[src/rtl/hub75_rx_if.sv]
// rtl/hub75_rx_if.sv - pixel stream interface of the HUB75 panel-side receiver
interface hub75_rx_if #(
  parameter int COLS = 32
);
  localparam int CW = $clog2(COLS);

  logic          valid;
  logic          ready;
  logic [5:0]    rgb;
  logic [CW-1:0] col;
  logic [3:0]    row;
  logic          last;

  modport master (output valid, rgb, col, row, last, input ready);
  modport slave  (input valid, rgb, col, row, last, output ready);
endinterface

[src/rtl/hub75_rx.sv]
// rtl/hub75_rx.sv - HUB75 receiver: oversampled deserialiser, ping-pong row buffer, pixel streamer
module hub75_rx #(
  parameter int COLS        = 32,
  parameter int ON_W        = 16,
  parameter int SYNC_STAGES = 2
) (
  input  logic            clk,
  input  logic            rst_n,
  input  logic            r0,
  input  logic            g0,
  input  logic            b0,
  input  logic            r1,
  input  logic            g1,
  input  logic            b1,
  input  logic            ra,
  input  logic            rb,
  input  logic            rc,
  input  logic            rd,
  input  logic            hub_clk,
  input  logic            latch,
  input  logic            oe,
  hub75_rx_if.master      pix,
  output logic [ON_W-1:0] on_time,
  output logic            ovf,
  output logic            len_err
);
  localparam int CW  = $clog2(COLS);
  localparam int NIN = 13;
  // OE idles high so the on-time counter stays still while the chain fills
  localparam logic [NIN-1:0]  IN_IDLE  = 13'h1000;
  localparam logic [CW+1:0]   CNT_FULL = (CW+2)'(COLS);
  localparam logic [CW+1:0]   CNT_SAT  = (CW+2)'(2 * COLS);
  localparam logic [CW-1:0]   COL_LAST = CW'(COLS - 1);
  localparam logic [ON_W-1:0] ON_MAX   = '1;

  typedef enum logic {IDLE, STREAM} state_t;

  logic [1:0]     rst_q;
  logic           rst_i_n;
  logic [NIN-1:0] pins;
  logic [NIN-1:0] sync_q [SYNC_STAGES];
  logic [NIN-1:0] cur;
  logic [1:0]     prv;
  logic           shift_rise;
  logic           latch_rise;
  logic [5:0]     din;
  logic [5:0]     mem [2*COLS];

  state_t         state;
  logic           wsel;
  logic [CW+1:0]  shift_cnt;
  logic [CW+1:0]  cnt_eff;
  logic           shift_cnt_inc;
  logic           shift_take;
  logic [CW-1:0]  wr_col;
  logic [ON_W-1:0] on_cnt;
  logic           valid_q;
  logic           last_q;
  logic [5:0]     rgb_q;
  logic [CW-1:0]  col_q;
  logic [CW-1:0]  col_nxt;
  logic [3:0]     row_q;
  logic [5:0]     first_rgb;
  logic           start;

  always_ff @(posedge clk or negedge rst_n) begin
    if (!rst_n) rst_q <= 2'b00;
    else        rst_q <= {rst_q[0], 1'b1};
  end
  assign rst_i_n = rst_q[1];

  assign pins = {oe, latch, hub_clk, rd, rc, rb, ra, b1, g1, r1, b0, g0, r0};

  always_ff @(posedge clk or negedge rst_i_n) begin
    if (!rst_i_n) begin
      for (int i = 0; i < SYNC_STAGES; i++) sync_q[i] <= IN_IDLE;
      prv <= 2'b00;
    end else begin
      sync_q[0] <= pins;
      for (int i = 1; i < SYNC_STAGES; i++) sync_q[i] <= sync_q[i-1];
      prv <= sync_q[SYNC_STAGES-1][11:10];
    end
  end

  assign cur        = sync_q[SYNC_STAGES-1];
  assign shift_rise = cur[10] & ~prv[0];
  assign latch_rise = cur[11] & ~prv[1];
  assign din        = {cur[3], cur[4], cur[5], cur[0], cur[1], cur[2]};

  // A shift coinciding with a latch still belongs to the row being latched
  assign shift_cnt_inc = shift_rise && (shift_cnt != CNT_SAT);
  assign cnt_eff       = shift_cnt + {{(CW+1){1'b0}}, shift_cnt_inc};
  assign shift_take    = shift_rise && (shift_cnt < CNT_FULL);
  assign wr_col        = COL_LAST - shift_cnt[CW-1:0];

  always_ff @(posedge clk) begin
    if (shift_take) mem[{wsel, wr_col}] <= din;
  end

  // Column 0 may be written in the very cycle the buffer flips to the read side
  assign first_rgb = (shift_take && (wr_col == '0)) ? din : mem[{wsel, {CW{1'b0}}}];
  assign col_nxt   = col_q + CW'(1);
  assign start     = latch_rise && ((state == IDLE) || (pix.ready && last_q));

  always_ff @(posedge clk or negedge rst_i_n) begin
    if (!rst_i_n) begin
      state     <= IDLE;
      wsel      <= 1'b0;
      shift_cnt <= '0;
      on_cnt    <= '0;
      on_time   <= '0;
      ovf       <= 1'b0;
      len_err   <= 1'b0;
      valid_q   <= 1'b0;
      last_q    <= 1'b0;
      rgb_q     <= '0;
      col_q     <= '0;
      row_q     <= '0;
    end else begin
      ovf     <= latch_rise && !start;
      len_err <= 1'b0;
      if (latch_rise) begin
        shift_cnt <= '0;
        on_time   <= on_cnt;
        on_cnt    <= '0;
        len_err   <= (cnt_eff != CNT_FULL);
      end else begin
        if (shift_cnt_inc) shift_cnt <= shift_cnt + (CW+2)'(1);
        if (!cur[12] && (on_cnt != ON_MAX)) on_cnt <= on_cnt + ON_W'(1);
      end

      if (start) begin
        state   <= STREAM;
        wsel    <= ~wsel;
        valid_q <= 1'b1;
        last_q  <= 1'b0;
        col_q   <= '0;
        row_q   <= cur[9:6];
        rgb_q   <= first_rgb;
      end else if ((state == STREAM) && pix.ready) begin
        if (last_q) begin
          state   <= IDLE;
          valid_q <= 1'b0;
          last_q  <= 1'b0;
          col_q   <= '0;
          rgb_q   <= '0;
        end else begin
          col_q   <= col_nxt;
          last_q  <= (col_nxt == COL_LAST);
          rgb_q   <= mem[{~wsel, col_nxt}];
        end
      end
    end
  end

  assign pix.valid = valid_q;
  assign pix.rgb   = rgb_q;
  assign pix.col   = col_q;
  assign pix.row   = row_q;
  assign pix.last  = last_q;
endmodule

[src/flat_wrapper.sv]
// flat-port wrapper written by rule: the top's interface ports become plain ports
module hub75_rx_flat 
#(
  parameter int COLS        = 32,
  parameter int ON_W        = 16,
  parameter int SYNC_STAGES = 2
)
  (clk, rst_n, r0, g0, b0, r1, g1, b1, ra, rb, rc, rd, hub_clk, latch, oe, on_time, ovf, len_err, pix_valid, pix_rgb, pix_col, pix_row, pix_last, pix_ready);
  hub75_rx_if #(.COLS(COLS)) pix_i ();
  input  logic clk;
  input  logic rst_n;
  input  logic r0;
  input  logic g0;
  input  logic b0;
  input  logic r1;
  input  logic g1;
  input  logic b1;
  input  logic ra;
  input  logic rb;
  input  logic rc;
  input  logic rd;
  input  logic hub_clk;
  input  logic latch;
  input  logic oe;
  output logic [ON_W-1:0] on_time;
  output logic ovf;
  output logic len_err;
  output wire logic [$bits(pix_i.valid)-1:0] pix_valid;
  output wire logic [$bits(pix_i.rgb)-1:0] pix_rgb;
  output wire logic [$bits(pix_i.col)-1:0] pix_col;
  output wire logic [$bits(pix_i.row)-1:0] pix_row;
  output wire logic [$bits(pix_i.last)-1:0] pix_last;
  input wire logic [$bits(pix_i.ready)-1:0] pix_ready;
  assign pix_valid = pix_i.valid;
  assign pix_rgb = pix_i.rgb;
  assign pix_col = pix_i.col;
  assign pix_row = pix_i.row;
  assign pix_last = pix_i.last;
  assign pix_i.ready = pix_ready;
  hub75_rx #(.COLS(COLS), .ON_W(ON_W), .SYNC_STAGES(SYNC_STAGES)) u_core (.clk(clk), .rst_n(rst_n), .r0(r0), .g0(g0), .b0(b0), .r1(r1), .g1(g1), .b1(b1), .ra(ra), .rb(rb), .rc(rc), .rd(rd), .hub_clk(hub_clk), .latch(latch), .oe(oe), .pix(pix_i), .on_time(on_time), .ovf(ovf), .len_err(len_err));
endmodule
[config.mk]
export PLATFORM = sky130hd
export DESIGN_NAME = hub75_rx_flat
export DESIGN_NICKNAME = d
export VERILOG_FILES = /design/src/rtl/hub75_rx_if.sv /design/src/rtl/hub75_rx.sv /design/src/flat_wrapper.sv
export SDC_FILE = /design/constraint.sdc
export NUM_CORES = 1
export LEC_CHECK = 0
export CORE_MARGIN = 10
export CORE_UTILIZATION = 45
export DETAILED_ROUTE_END_ITERATION = 7
export PLACE_DENSITY = 0.64
export SETUP_SLACK_MARGIN = 0.2
export SYNTH_ARGS = -nofsm -noshare
export SYNTH_HDL_FRONTEND = slang
export SYNTH_SLANG_ARGS = --single-unit
[constraint.sdc]
create_clock -name clk -period 8.3 [get_ports clk]
set_input_delay 1.66 -clock clk [delete_from_list [all_inputs] [get_ports clk]]
set_output_delay 1.66 -clock clk [all_outputs]
set_load 0.01 [all_outputs]
==> results.json, run 1 <==
{
  "start_util": 0.456,
  "final.setup.worst_slack_ps": 4500,
  "maxCapViolations": 0,
  "path_class": "reg -> reg",
  "layout.nets": 1158,
  "layout_common_cells": "384 x edfxtp_1, 142 x nand2_1, 104 x nor2_1",
  "clock_sinks": 473,
  "clk_latency_ps": 580,
  "finalSetupTns_ps": 0,
  "numCtsBuffers": 49,
  "clock_path_buffers": 3,
  "hold_viol_final": 0,
  "postLayoutCoreUtil": 0.522,
  "r2r-start": "u_core.pix.col[0]",
  "via_count": 9815,
  "clkTransAtPathRegs_ps": 60,
  "drc": 0,
  "first_iter_violations": 1136,
  "rrSetupSlack_ps": 4500,
  "area_growth_pct": 14.6,
  "dp_hpwl_um": 26000,
  "antenna_left": 0,
  "required_ps": 8720,
  "arrival_ps": 4230,
  "fp.dieH_um": 223,
  "status": "finished, final reports clean",
  "grt_pass1_vias": 9894,
  "boundaryPins": 51,
  "syn_nets": 1094,
  "leakage_uw": 0.00717,
  "cts-resized-gates": 0,
  "synth_edf_count": 384,
  "rsz0062_at_grt": "false",
  "ir_drop_v": 0.000183,
  "drive_gt1_frac": 0.177,
  "cts_tree": "done",
  "whs_ps": 217,
  "core_area_um2": 40800,
  "die_area_um2": 49900,
  "yosys_warnings": 0,
  "wl_per_cell_um": 24.7,
  "period_share": 0.458,
  "async_flop_share": 0.188,
  "cp-end-kind": "flop",
  "post-cts-setup-buffers": 0,
  "antenna_found_initial": 0,
  "yosysSeqAreaShare": 0.739,
  "grt_pass1_wl_um": 64100,
  "postCtsHoldBufs": 0,
  "place_congestion": 0.794,
  "min_period_ps": 3800,
  "setup_violations": 0,
  "avgSynthCellArea_um2": 17.4,
  "total_power_uw": 6070,
  "cp-startpoint": "u_core.pix.col[0]",
  "ff2ff_path_depth": 8,
  "drt-pass1-iter-count": 5,
  "min_path_type": "reg -> async",
  "io_buffer_count": 50,
  "grt_start_max_net_pins": 66,
  "ys_seq_elements": 473,
  "fin_worst_skew_ps": 18.9,
  "grtUsageTotal": 0.169,
  "wirelength_um": 42100,
  "cts-root-buf": "clkbuf_16",
  "drv_slew": 0,
  "post-place-ws_ps": 4440,
  "h-tree-depth": 2,
  "final_common_cell": "edfxtp_1",
  "n_antenna_cell": 0,
  "syn_area_um2": 18600,
  "grt_overflow": 0,
  "synth_ff_type": "edfxtp_1",
  "via_per_inst": 5.76,
  "yosysUniqueCellTypes": 54,
  "tightestPinTransition_ps": 1260,
  "synth_cells": 1070,
  "power_density_nw_per_um2": 285,
  "relSlewSlack": 0.157,
  "die_w_um": 223,
  "rows": 74,
  "crit_path_start_kind": "flop",
  "crit-reg2reg-capture": "u_core.pix.rgb[1]",
  "max_freq_mhz": 263,
  "crit_fanout": 53
}
==> worst max path at each step <==
| stage | end | slack [ps] |
|---|---|---|
| floorplan | u_core.pix.rgb[0] | 5150 |
| global placement | u_core.pix.rgb[3] | 4470 |
| detailed placement | u_core.pix.rgb[1] | 4440 |
| CTS | u_core.pix.rgb[1] | 4420 |
| global route | u_core.pix.rgb[1] | 4220 |
| finish | u_core.pix.rgb[1] | 4500 |
==> report_power, final <==
group / internal, uW / switching, uW
combinational: 479 / 683
sequential: 2630 / 71.2
clock: 1340 / 879
total: 4440 / 1630
==> state kept, by name, summed over array words and instances (netlist names) <==
signal	flops
u_core.cur	13
u_core.len_err	1
u_core.mem	384
u_core.on_cnt	16
u_core.on_time	16
u_core.ovf	1
u_core.pix.col	5
u_core.pix.last	1
u_core.pix.rgb	6
u_core.pix.row	4
u_core.prv	2
u_core.rst_q	2
u_core.shift_cnt	7
u_core.state	1
u_core.sync_q	13
u_core.wsel	1
==> per-layer routing <==
metal / share of wire / vias up / track usage
li1: - / 4293 / -
met1: 0.43 / 5105 / 0.236
met2: 0.48 / 355 / 0.261
met3: 0.069 / 62 / 0.0353
met4: 0.024 / 0 / 0.0538
met5: 0 / - / 0
==> layout make-up <==
cell class | instances | area (um^2)
clock buffers | 65 | 1330
clock inverters | 24 | 298
fillers | 3210 | 19500
inverters | 3 | 11.3
multi-input cells | 539 | 4620
flip-flops and latches | 473 | 13800
well taps | 532 | 666
repair buffers | 68 | 636
==> critical path, cell delays in order, from the launching register on <==
cell       delay, ps
dfrtp_4          680
inv_1            190
ha_4             750
buf_4            730
mux4_2           410
nand2_1           80
a21oi_1          100
a2111oi_0        400
o211ai_1         170
==> cells by family after synthesis <==
group | count (synthesis) | share of synthesized area
fa+ha+maj | 8 | 0.00538
flops | 473 | 0.739
other cells | 1 | 0.000202
xor+xnor | 23 | 0.0116
mux | 114 | 0.129
buf+inv | 58 | 0.0141
simple gates | 333 | 0.0781
compound gates | 60 | 0.0221
==> synth_stat cells, types with 7 or more instances <==
library cell,count,area share
ha_1,8,0.0054
mux4_2,99,0.12
a21oi_1,16,0.0043
xor2_1,16,0.0075
o21ai_0,8,0.0022
nand3_1,35,0.0094
dfrtp_1,87,0.12
nor2_1,104,0.021
clkbuf_1,31,0.0063
nand4_1,19,0.0064
edfxtp_1,384,0.62
nand2_1,142,0.029
mux2i_1,9,0.0048
buf_2,17,0.0046
a211oi_1,7,0.0028
==> metrics by stage <==
step | instance area (um^2) | std cells
CTS | 21300 | 1704
global placement | 19700 | 1615
global route | 21300 | 1704
detailed placement | 19700 | 1615
floorplan | 18600 | 1070
finish | 21300 | 1704
Note: power is estimated with default switching activity, not from simulation.
==> run 2: changes to the inputs <==
PLACE_DENSITY = 0.67   (was 0.64)
clock period = 3.4 ns   (was 8.3 ns; I/O delays follow)
==> run 2 against run 1 <==
Against the previous run: first-iteration DRC count shrank 9.7%; register-to-register slack lost 4000 ps; clock-buffer cell count shrank 10; die area is the same; total power grew 140%; routed wire length grew 2.3%; fmax grew 30%; cell count grew 2.1%.
==> results.json, run 2 (same netlist as run 1, synthesis figures left out) <==
{
  "hold_viol_final": 0,
  "cpMostUsedCell": "mux4_2",
  "area_growth_pct": 15.6,
  "crit_family": "multiplexers",
  "wl_per_cell_um": 24.8,
  "critPathSlowestCell": "buf_4",
  "h-tree-depth": 2,
  "path_cells": "buf_4 > mux4_2 > mux4_2 > o2111ai_1 > o211ai_1",
  "final.setup.worst_slack_ps": 475,
  "min_path_type": "in -> async",
  "drc": 0,
  "fp.dieH_um": 223,
  "largest_registers": "u_core.mem: 384 flops, u_core.on_cnt: 16 flops, u_core.on_time: 16 flops",
  "rows": 74,
  "grt_start_max_net_pins": 65,
  "via_per_inst": 5.75,
  "maxCapViolations": 0,
  "antenna_left": 0,
  "rrSetupSlack_ps": 480,
  "cp-end-kind": "flop",
  "io_buffer_count": 50,
  "power_density_nw_per_um2": 676,
  "path_class": "reg -> reg",
  "required_ps": 3820,
  "post-cts-setup-buffers": 0,
  "crit_fanout": 53,
  "ff2ff_path_depth": 5,
  "cpPeakStageDelay_ps": 790,
  "period_share": 0.860,
  "post-place-ws_ps": 445,
  "boundaryPins": 51,
  "fin_worst_skew_ps": 30.3,
  "clock_path_buffers": 3,
  "grt_pass1_vias": 10200,
  "status": "finished, final reports clean",
  "whs_ps": 258,
  "ir_drop_v": 0.000332,
  "first_iter_violations": 1026,
  "clock_sinks": 473,
  "rsz0062_at_grt": "false",
  "clk_latency_ps": 590,
  "max_freq_mhz": 342,
  "drv_slew": 0,
  "r2r-start": "u_core.pix.col[0]",
  "die_w_um": 223,
  "crit_buf_inv": 1,
  "n_antenna_cell": 0,
  "cts-root-buf": "clkbuf_16",
  "arrival_ps": 3350,
  "core_area_um2": 40800,
  "setup_violations": 0,
  "numCtsBuffers": 48,
  "grtUsageTotal": 0.172,
  "wirelength_um": 43100,
  "cts_tree": "done",
  "antenna_found_initial": 1,
  "drive_gt1_frac": 0.210,
  "dp_hpwl_um": 27400,
  "largest_reg_flops": 384,
  "start_util": 0.456,
  "drt-pass1-iter-count": 5,
  "min_period_ps": 2920,
  "tightestPinTransition_ps": 1080,
  "total_power_uw": 14500,
  "grt_overflow": 0,
  "crit-reg2reg-capture": "u_core.pix.rgb[2]",
  "grt_pass1_wl_um": 65300,
  "leakage_uw": 0.00733,
  "via_count": 9996,
  "relSlewSlack": 0.282,
  "layout.nets": 1193,
  "finalSetupTns_ps": 0,
  "crit_path_start_kind": "flop",
  "clkTransAtPathRegs_ps": 60,
  "layout_common_cells": "384 x edfxtp_1, 142 x nand2_1, 104 x nor2_1",
  "die_area_um2": 49900,
  "final_common_cell": "edfxtp_1",
  "place_congestion": 0.861,
  "top_register": "u_core.mem"
}
==> run 2: what timing repair did <==
action,4_1_cts,5_1_grt
setup endpoints to repair,0,1
gates resized for setup,0,1
hold buffers,0,0
==> run 2: worst max-delay path by stage <==
stage,from,end,cells past startpoint
global route,u_core.shift_cnt[5],u_core.pix.rgb[2],6
global placement,pix_ready,u_core.pix.rgb[2],7
CTS,u_core.pix.col[0],pix_col[0],2
floorplan,u_core.pix.col[0],u_core.pix.rgb[0],13
detailed placement,u_core.pix.col[0],u_core.pix.rgb[1],5
finish,u_core.pix.col[0],u_core.pix.rgb[2],5
==> run 2: stage by stage <==
stage,area [um^2],utilization,instances
3_3_place_gp,20000,0.490,1651
4_1_cts,21500,0.527,1739
2_1_floorplan,18600,-,1070
3_5_place_dp,20000,0.490,1651
5_1_grt,21500,0.527,1739
6_report,21500,0.527,1739
==> run 2: worst reg2reg max path, stage by stage, from the launching register on <==
cell       delay [ps]
dfrtp_4           440
buf_4             790
mux4_2            700
mux4_2            470
o2111ai_1         240
o211ai_1          130
==> run 2: per-layer routing <==
| layer | part of all wire | global-route usage | vias up | wire (um) |
|---|---|---|---|---|
| met5 | 0.00030 | 0 | - | 13 |
| met4 | 0.023 | 0.0482 | 2 | 992 |
| met3 | 0.076 | 0.0365 | 72 | 3260 |
| met2 | 0.49 | 0.278 | 401 | 21300 |
| met1 | 0.41 | 0.232 | 5179 | 17600 |
| li1 | - | - | 4342 | - |
==> run 2: power by group <==
part           internal [uW]  switching, uW  total, uW
clock network           2870           2190       5060
registers               6410            208       6610
logic                   1260           1620       2880
total                  10500           4020      14500
==> run 2: area by class of cell <==
type	instances	area, um^2
sequential	473	13800
inverter	3	11.3
timing repair buffer	104	935
tap	532	666
multi-input combinational	539	4620
fill	3221	19300
clock buffer	55	1250
clock inverter	33	255
==> run 3: changes to the inputs <==
PLACE_DENSITY = 0.64   (was 0.67)
clock period = 2.8 ns   (was 3.4 ns; I/O delays follow)
==> run 3 against run 2 <==
Against the previous run: cell count rose by 4.1%; sequential cell count is the same; clock skew down 3.7 ps; critical path type unchanged; highest routed layer unchanged.
==> results.json, run 3 (same netlist as run 1, synthesis figures left out) <==
{
  "layout.nets": 1263,
  "grt_pass1_vias": 10300,
  "status": "finished, final reports clean",
  "drc": 0,
  "ff2ff_path_depth": 7,
  "min_path_type": "in -> async",
  "largest_reg_flops": 384,
  "clock_path_buffers": 3,
  "final_common_cell": "edfxtp_1",
  "crit_buf_inv": 2,
  "maxCapViolations": 0,
  "endpoint": "u_core.pix.rgb[1]",
  "rrSetupSlack_ps": 270,
  "rsz0062_at_grt": "true",
  "core_area_um2": 40800,
  "crit_fanout": 23,
  "required_ps": 3250,
  "cts_tree": "done",
  "cts-root-buf": "clkbuf_16",
  "drv_slew": 0,
  "hold_viol_final": 0,
  "grtUsageTotal": 0.172,
  "clk_latency_ps": 590,
  "io_buffer_count": 50,
  "antenna_left": 0,
  "total_power_uw": 18300,
  "num-fill-cells": 3161,
  "cp-startpoint": "u_core.pix.col[0]",
  "grt_overflow": 0,
  "postLayoutCoreUtil": 0.545,
  "clock_sinks": 473,
  "relSlewSlack": 0.343,
  "crit-reg2reg-capture": "u_core.pix.rgb[1]",
  "via_count": 10200,
  "tightestPinTransition_ps": 986,
  "drt-pass1-iter-count": 5,
  "die_w_um": 223,
  "h-tree-depth": 2,
  "path_cells": "inv_2 > ha_4 > buf_12 > mux4_2 > mux4_2 > o2111ai_4 > o211ai_1",
  "top_register": "u_core.mem",
  "rows": 74,
  "path_class": "reg -> reg",
  "fin_worst_skew_ps": 26.6,
  "cp.depth": 7,
  "fp.dieH_um": 223,
  "largest_registers": "u_core.mem: 384 flops, u_core.on_cnt: 16 flops, u_core.on_time: 16 flops",
  "boundaryPins": 51,
  "layout_common_cells": "384 x edfxtp_1, 142 x nand2_1, 116 x buf_4",
  "leakage_uw": 0.00776,
  "drive_gt1_frac": 0.254,
  "grt_start_max_net_pins": 72,
  "cpMostUsedCell": "mux4_2",
  "period_share": 0.903,
  "place_congestion": 0.890,
  "crit_family": "multiplexers",
  "n_antenna_cell": 0,
  "finalSetupTns_ps": 0,
  "min_period_ps": 2530,
  "area_growth_pct": 19.6,
  "max_freq_mhz": 395,
  "dp_hpwl_um": 27800,
  "setup_violations": 0,
  "arrival_ps": 2980,
  "antenna_found_initial": 1,
  "numCtsBuffers": 48,
  "r2r-start": "u_core.pix.col[0]",
  "wirelength_um": 43100,
  "grt_pass1_wl_um": 65100,
  "ir_drop_v": 0.000457,
  "cp-end-kind": "flop",
  "critPathSlowestCell": "mux4_2",
  "clkTransAtPathRegs_ps": 60,
  "via_per_inst": 5.64,
  "postCtsHoldBufs": 0,
  "crit_path_start_kind": "flop",
  "power_density_nw_per_um2": 821,
  "die_area_um2": 49900,
  "wl_per_cell_um": 23.8,
  "first_iter_violations": 945,
  "start_util": 0.456,
  "cpPeakStageDelay_ps": 520
}
==> run 3: report_power, final <==
group	leakage, uW	switching (uW)	internal [uW]	total [uW]
Combinational	0.00241	2140	1780	3920
Sequential	0.00458	188	7780	7970
Clock	0.000768	2620	3760	6380
==> run 3: how the worst min path moves through the flow <==
stage	slack (ps)	cells after the start	to
6_report	140	1	u_core.rst_q[1]
2_1_floorplan	260	0	u_core.rst_q[0]
3_5_place_dp	330	0	u_core.cur[8]
5_1_grt	130	1	u_core.rst_q[1]
3_3_place_gp	330	0	u_core.cur[7]
4_1_cts	110	1	u_core.rst_q[1]
==> run 3: area by class of cell <==
type / count / area, um^2 / share of cell area
sequential: 473 / 13800 / 0.619
multi-input combinational: 539 / 4670 / 0.210
timing repair buffer: 174 / 1550 / 0.0697
clock buffer: 69 / 1360 / 0.0612
tap: 532 / 666 / 0.0299
clock inverter: 20 / 214 / 0.00961
inverter: 3 / 11.3 / 0.000506
==> run 3: layer usage <==
| metal | share of wire | global-route usage |
|---|---|---|
| met5 | 0.00030 | 0 |
| met4 | 0.032 | 0.0711 |
| met3 | 0.066 | 0.0335 |
| met2 | 0.48 | 0.268 |
| met1 | 0.42 | 0.233 |
==> run 3: per-stage QoR <==
stage | area (um^2) | std cells | setup WS, ps | hold slack (ps)
after floorplan | 18700 | 1070 | 221 | 264
after global placement | 20500 | 1716 | 53.2 | 332
after detailed placement | 20500 | 1716 | 23.9 | 335
after CTS | 22200 | 1806 | 173 | 108
after global routing | 22300 | 1810 | 167 | 134
final | 22300 | 1810 | 271 | 138
==> run 3: what timing repair did <==
action,4_1_cts,5_1_grt
buffers inserted,0,3
endpoints found under the setup margin,5,6
cloned,1,1
hold endpoints to repair,0,0
resized for setup,5,8
==> edit 1 (flow settings as in run 3) <==
`SYNC_STAGES` is set to 2 in 2 places; all go to 1.
--- a/src/rtl/hub75_rx.sv
+++ b/src/rtl/hub75_rx.sv
@@ -2,7 +2,7 @@
 module hub75_rx #(
   parameter int COLS        = 32,
   parameter int ON_W        = 16,
-  parameter int SYNC_STAGES = 2
+  parameter int SYNC_STAGES = 1
 ) (
   input  logic            clk,
   input  logic            rst_n,
--- a/src/flat_wrapper.sv
+++ b/src/flat_wrapper.sv
@@ -3,7 +3,7 @@
 #(
   parameter int COLS        = 32,
   parameter int ON_W        = 16,
-  parameter int SYNC_STAGES = 2
+  parameter int SYNC_STAGES = 1
 )
   (clk, rst_n, r0, g0, b0, r1, g1, b1, ra, rb, rc, rd, hub_clk, latch, oe, on_time, ovf, len_err, pix_valid, pix_rgb, pix_col, pix_row, pix_last, pix_ready);
   hub75_rx_if #(.COLS(COLS)) pix_i ();
Check against the original RTL: not equivalent (a bounded check fails within 10 cycles, from zero or initial values and one cycle with rst_n low).
==> edit 1 against run 3 <==
- worst setup slack worse by 43 ps
- power is 4.3% higher
- sequential cell count decreased by 13
- clock power is essentially flat
- synthesized area decreased by 0.93%
- core utilization rose by 0.076 points
- wire length grew 2.0%
- cell area is 0.31% lower
==> edit 1: results (changes against run 3) <==
[run_status]
status=finished clean

[layout]
diodes=0  ; unchanged
reg_top3=u_core.mem x384, u_core.on_cnt x16, u_core.on_time x16
drive_above_1_share_pct=23.24  ; -2.2 points
final.fill_count=3149  ; -0.38%
num-nets-final=1294  ; +2.5%

[logic_synthesis]
ys_seq_area_share_pct=72.87  ; -1.1 points
yosysWarnings=0  ; unchanged
synth_commonest_cells=edfxtp_1, nand2_1, nor2_1, mux4_2, dfrtp_1
synth_nets=1138  ; +4.0%
async_reset_ff_share_pct=16.52  ; -2.3 points
synth_edf_count=384  ; unchanged
synth_top_area_share_pct=62.54  ; +0.58 points
synth.area.top_cells=edfxtp_1, dfrtp_1, mux4_2
synthDistinctLibCells=54  ; unchanged
synth_flop_cell=edfxtp_1

[cts]
htreeDepth=2  ; unchanged
numCtsBuffers=48  ; unchanged
clock_latency_ps=580
clk_path_buf_depth=3  ; unchanged
cts_root_buf=clkbuf_16
clk_pin_slew_worst_paths_ps=60  ; about the same

[placed_design]
place_congestion=0.9006  ; +1.2%
dp_hpwl_um=28040  ; +0.80%
io_buffers=50  ; unchanged
dp_slack_ps=108.1  ; +84.14 ps

[global_routing]
grt_pass1_wl_um=66520  ; +2.2%
antenna_found_initial=0  ; -1
grt_max_degree=49  ; -32%
track_usage_pct=17.49  ; +0.29 points

[routing]
vias=10420  ; +2.0%
routed_wirelength_um=44030  ; +2.0%
drt_pass1_iterations=5  ; unchanged
drt_iter0_drc=1024  ; +8.4%

[setup_path]
rr_worst_depth=9  ; +2
crit_start=u_core.pix.col[0]
slowest_delay_ps=540  ; +20 ps
cp_slowest_cell=dfrtp_4
crit_arrival_ps=3030  ; +50 ps
worst-path-max-fanout=11  ; -52%

[worst_hold_path]
min_path_type=primary input to async pin

[sta]
maxSlewViolCount=0  ; unchanged
worst_clock_skew_ps=19.32  ; -7.299 ps
relSlewSlack_pct=33.44  ; -0.83 points

[power]
leakage_uw=0.007793  ; +0.46%
ir_drop_mv=0.5386  ; +18%

edit 1: cell types whose count changed in the layout (fill, tap and decap cells not counted), moves of 5 or more:
cell / delta
nor2_2: +5
mux2i_1: +22
buf_4: -21
mux4_2: -18
a311oi_1: +5
nor2_1: +5
nand2_1: +10
buf_12: +7
nand4_1: +11
clkbuf_1: -6
dfrtp_1: -12
edit 1: cell families (layout without fill, tap and decap cells):
group	count (synthesis)	after routing	synth area share, %
xor+xnor	24	24	1.181
mux	118	118	12.13
other cells	1	1	0.02034
simple gates	376	376	9.101
flops	460	460	72.87
fa+ha+maj	8	8	0.5429
compound gates	64	64	2.559
buf+inv	63	257	1.602
edit 1: layout make-up:
type	count	share of cell area [%]
clock inverter	27	1.286
multi-input combinational	591	21.65
sequential	460	60.62
tap	532	3.000
clock buffer	61	5.865
inverter	3	0.05076
timing repair buffer	166	7.524
edit 1: stage by stage:
step | total power [uW] | util (%) | std cells | area (um^2)
5_1_grt | 19780 | 54.58 | 1840 | 22190
3_3_place_gp | 11990 | 49.66 | 1733 | 20180
3_5_place_dp | 12010 | 49.66 | 1733 | 20180
4_1_cts | 18630 | 53.86 | 1823 | 21890
2_1_floorplan | 10500 | - | 1114 | 18510
6_report | 19050 | 54.58 | 1840 | 22190
edit 1: path summary, 6_finish.rpt:
path                                     end  slack (ps)
max                        u_core.pix.rgb[1]         230
min                          u_core.rst_q[1]         140
max reg2reg                u_core.pix.rgb[1]         230
min reg2reg                    u_core.cur[3]         350
max in group asynchronous     u_core.cur[12]        1690
min in group clk             u_core.rst_q[1]         360
edit 1: critical path: cells and delay by family (launching register included):
family	cells	cell delay [ps]
AO/OA/AOI/OAI	4	810
adder cells (fa/ha/maj)	1	220
buffers and inverters	2	480
flip-flops	1	540
AND/OR/NAND/NOR	1	150
XOR/XNOR	1	240
edit 1: routing by layer:
| layer | GRT usage [%] | vias to the layer above | share of wire, % |
|---|---|---|---|
| met5 | 0 | - | 0 |
| met4 | 5.187 | 0 | 2.2 |
| met3 | 4.004 | 63 | 6.9 |
| met2 | 26.57 | 365 | 47 |
| met1 | 24.70 | 5379 | 44 |
| li1 | - | 4613 | - |
edit 1: power breakdown:
part | total (uW) | switching (uW) | internal (uW)
Combinational | 4790 | 2480 | 2310
Clock | 6390 | 2630 | 3760
Sequential | 7880 | 296 | 7580
edit 1: what timing repair did:
item / CTS / global route
resized for setup: 10 / 27
setup buffers: 0 / 14
pin swaps: 1 / 4
cloned: 2 / 3
endpoints found under the setup margin: 42 / 58
==> edit 2 (settings of run 3) <==
Made on the original files. Register the output `len_err` once more, without a reset; this adds one clock of latency there. The other outputs are not delayed to match.
--- a/src/rtl/hub75_rx.sv
+++ b/src/rtl/hub75_rx.sv
@@ -34,6 +34,8 @@
   localparam logic [ON_W-1:0] ON_MAX   = '1;
 
   typedef enum logic {IDLE, STREAM} state_t;
+
+  logic len_err_s0;
 
   logic [1:0]     rst_q;
   logic           rst_i_n;
@@ -110,7 +112,7 @@
       on_cnt    <= '0;
       on_time   <= '0;
       ovf       <= 1'b0;
-      len_err   <= 1'b0;
+      len_err_s0 <= 1'b0;
       valid_q   <= 1'b0;
       last_q    <= 1'b0;
       rgb_q     <= '0;
@@ -118,12 +120,12 @@
       row_q     <= '0;
     end else begin
       ovf     <= latch_rise && !start;
-      len_err <= 1'b0;
+      len_err_s0 <= 1'b0;
       if (latch_rise) begin
         shift_cnt <= '0;
         on_time   <= on_cnt;
         on_cnt    <= '0;
-        len_err   <= (cnt_eff != CNT_FULL);
+        len_err_s0 <= (cnt_eff != CNT_FULL);
       end else begin
         if (shift_cnt_inc) shift_cnt <= shift_cnt + (CW+2)'(1);
         if (!cur[12] && (on_cnt != ON_MAX)) on_cnt <= on_cnt + ON_W'(1);
@@ -158,5 +160,9 @@
   assign pix.col   = col_q;
   assign pix.row   = row_q;
   assign pix.last  = last_q;
+  always_ff @(posedge clk) begin
+    len_err <= len_err_s0;
+  end
+
 endmodule
 
Check against the original RTL: not equivalent (a bounded check fails within 10 cycles, from zero or initial values and one cycle with rst_n low).
==> edit 2 against run 3 <==
- worst setup slack got worse by 15 ps
- clock power decreased by 4.7%
- highest routed layer is now met4
- synthesized area increased by 0.11%
- sequential cell count increased by 1
- power decreased by 2.0%
- hold slack improved by 20 ps
- wire length increased by 1.0%
- cell area decreased by 0.43%
==> edit 2: results (changes against run 3) <==
[logic_synthesis]
synthDistinctLibCells=55  ; +1.9%
synth.area.top_cells=edfxtp_1, mux4_2, dfrtp_1
synth_commonest_cells=edfxtp_1, nand2_1, nor2_1, mux4_2, dfrtp_1
synth_nets=1095  ; +0.091%
async_reset_ff_share_pct=18.78  ; -0.040 points
ys_seq_area_share_pct=73.97  ; about the same
synth_flop_cell=edfxtp_1

[layout]
num-nets-final=1269  ; +0.48%
drive_above_1_share_pct=25.23  ; -0.20 points

[placed_design]
dp_slack_ps=130.0  ; +106.1 ps
dp_hpwl_um=27940  ; +0.43%
place_congestion=0.8251  ; -7.3%

[routing]
routed_wirelength_um=43590  ; +1.0%
drt_iter0_drc=1047  ; +11%
vias=10220  ; -0.020%

[power]
intPower_uw=13020  ; -2.2%
ir_drop_mv=0.4012  ; -12%
leakage_uw=0.007699  ; -0.76%

[run_status]
status=finished clean

[sta]
worst_clock_skew_ps=16.11  ; -10.51 ps
relSlewSlack_pct=49.40  ; +15 points
fin_hold_ws_ps=157.8  ; +19.97 ps

[setup_path]
ff2ff_setup_slack_ps=260  ; -20 ps
worst-path-max-fanout=24  ; +4.3%
cp-end-kind=register
rr_endpoint=u_core.pix.rgb[2]

[global_routing]
track_usage_pct=17.24  ; +0.044 points
grt_pass1_wl_um=65880  ; +1.2%
antenna_found_initial=1  ; unchanged
grt_max_degree=65  ; -9.7%

[cts]
clock_latency_ps=570  ; -20 ps
clk_pin_slew_worst_paths_ps=60  ; about the same

## edit 2: stage by stage
step                power [uW]  utilization, %  area, um^2  std cells
global placement         11820           50.23       20550       1721
CTS                      17980           53.92       22070       1809
detailed placement       11850           50.23       20550       1721
global route             18600           54.15       22160       1812
finish                   17900           54.15       22160       1812
floorplan                10430               -       18700       1071
## edit 2: cell families (layout without fill, tap and decap cells)
group | count (synthesis) | in the layout | share of synthesized area, %
fa+ha+maj | 8 | 8 | 0.5373
flops | 474 | 474 | 73.97
simple gates | 333 | 333 | 7.804
compound gates | 60 | 60 | 2.203
other cells | 1 | 1 | 0.02013
buf+inv | 58 | 267 | 1.404
mux | 114 | 114 | 12.90
xor+xnor | 23 | 23 | 1.162
## edit 2: cell type report
cell class	count	area [um^2]
clock buffer	66	1300
inverter	3	11.26
sequential	474	13800
tap	532	665.6
multi-input combinational	539	4664
timing repair buffer	179	1546
fill	3197	18770
clock inverter	19	172.7
## edit 2: routing by layer
layer	wire, um	track usage (%)	vias up
li1	-	-	4481
met3	2654	2.563	75
met5	0	0	-
met1	18710	24.04	5324
met2	20830	26.77	335
met4	1397	6.975	0
## edit 2: timing repair
action,CTS,global route
endpoints found under the setup margin,4,32
resized for setup,3,14
cloned,0,1
pin swaps,1,0
buffers inserted,3,2
## edit 2: worst max-delay path, cell delays in order, from the launching register on
cell	delay, ps
dfrtp_4	460
inv_2	80
ha_4	360
buf_12	210
mux4_2	330
mux4_2	500
o2111ai_1	300
o211ai_1	140
## edit 2: power groups by stage
stage | combinational, uW | sequential, uW | clock (uW)
5_1_grt | 4080 | 8040 | 6470
6_report | 3800 | 8020 | 6080
2_1_floorplan | 2280 | 8150 | 0
3_5_place_dp | 3690 | 8160 | 0
4_1_cts | 3770 | 8020 | 6190
3_3_place_gp | 3670 | 8150 | 0
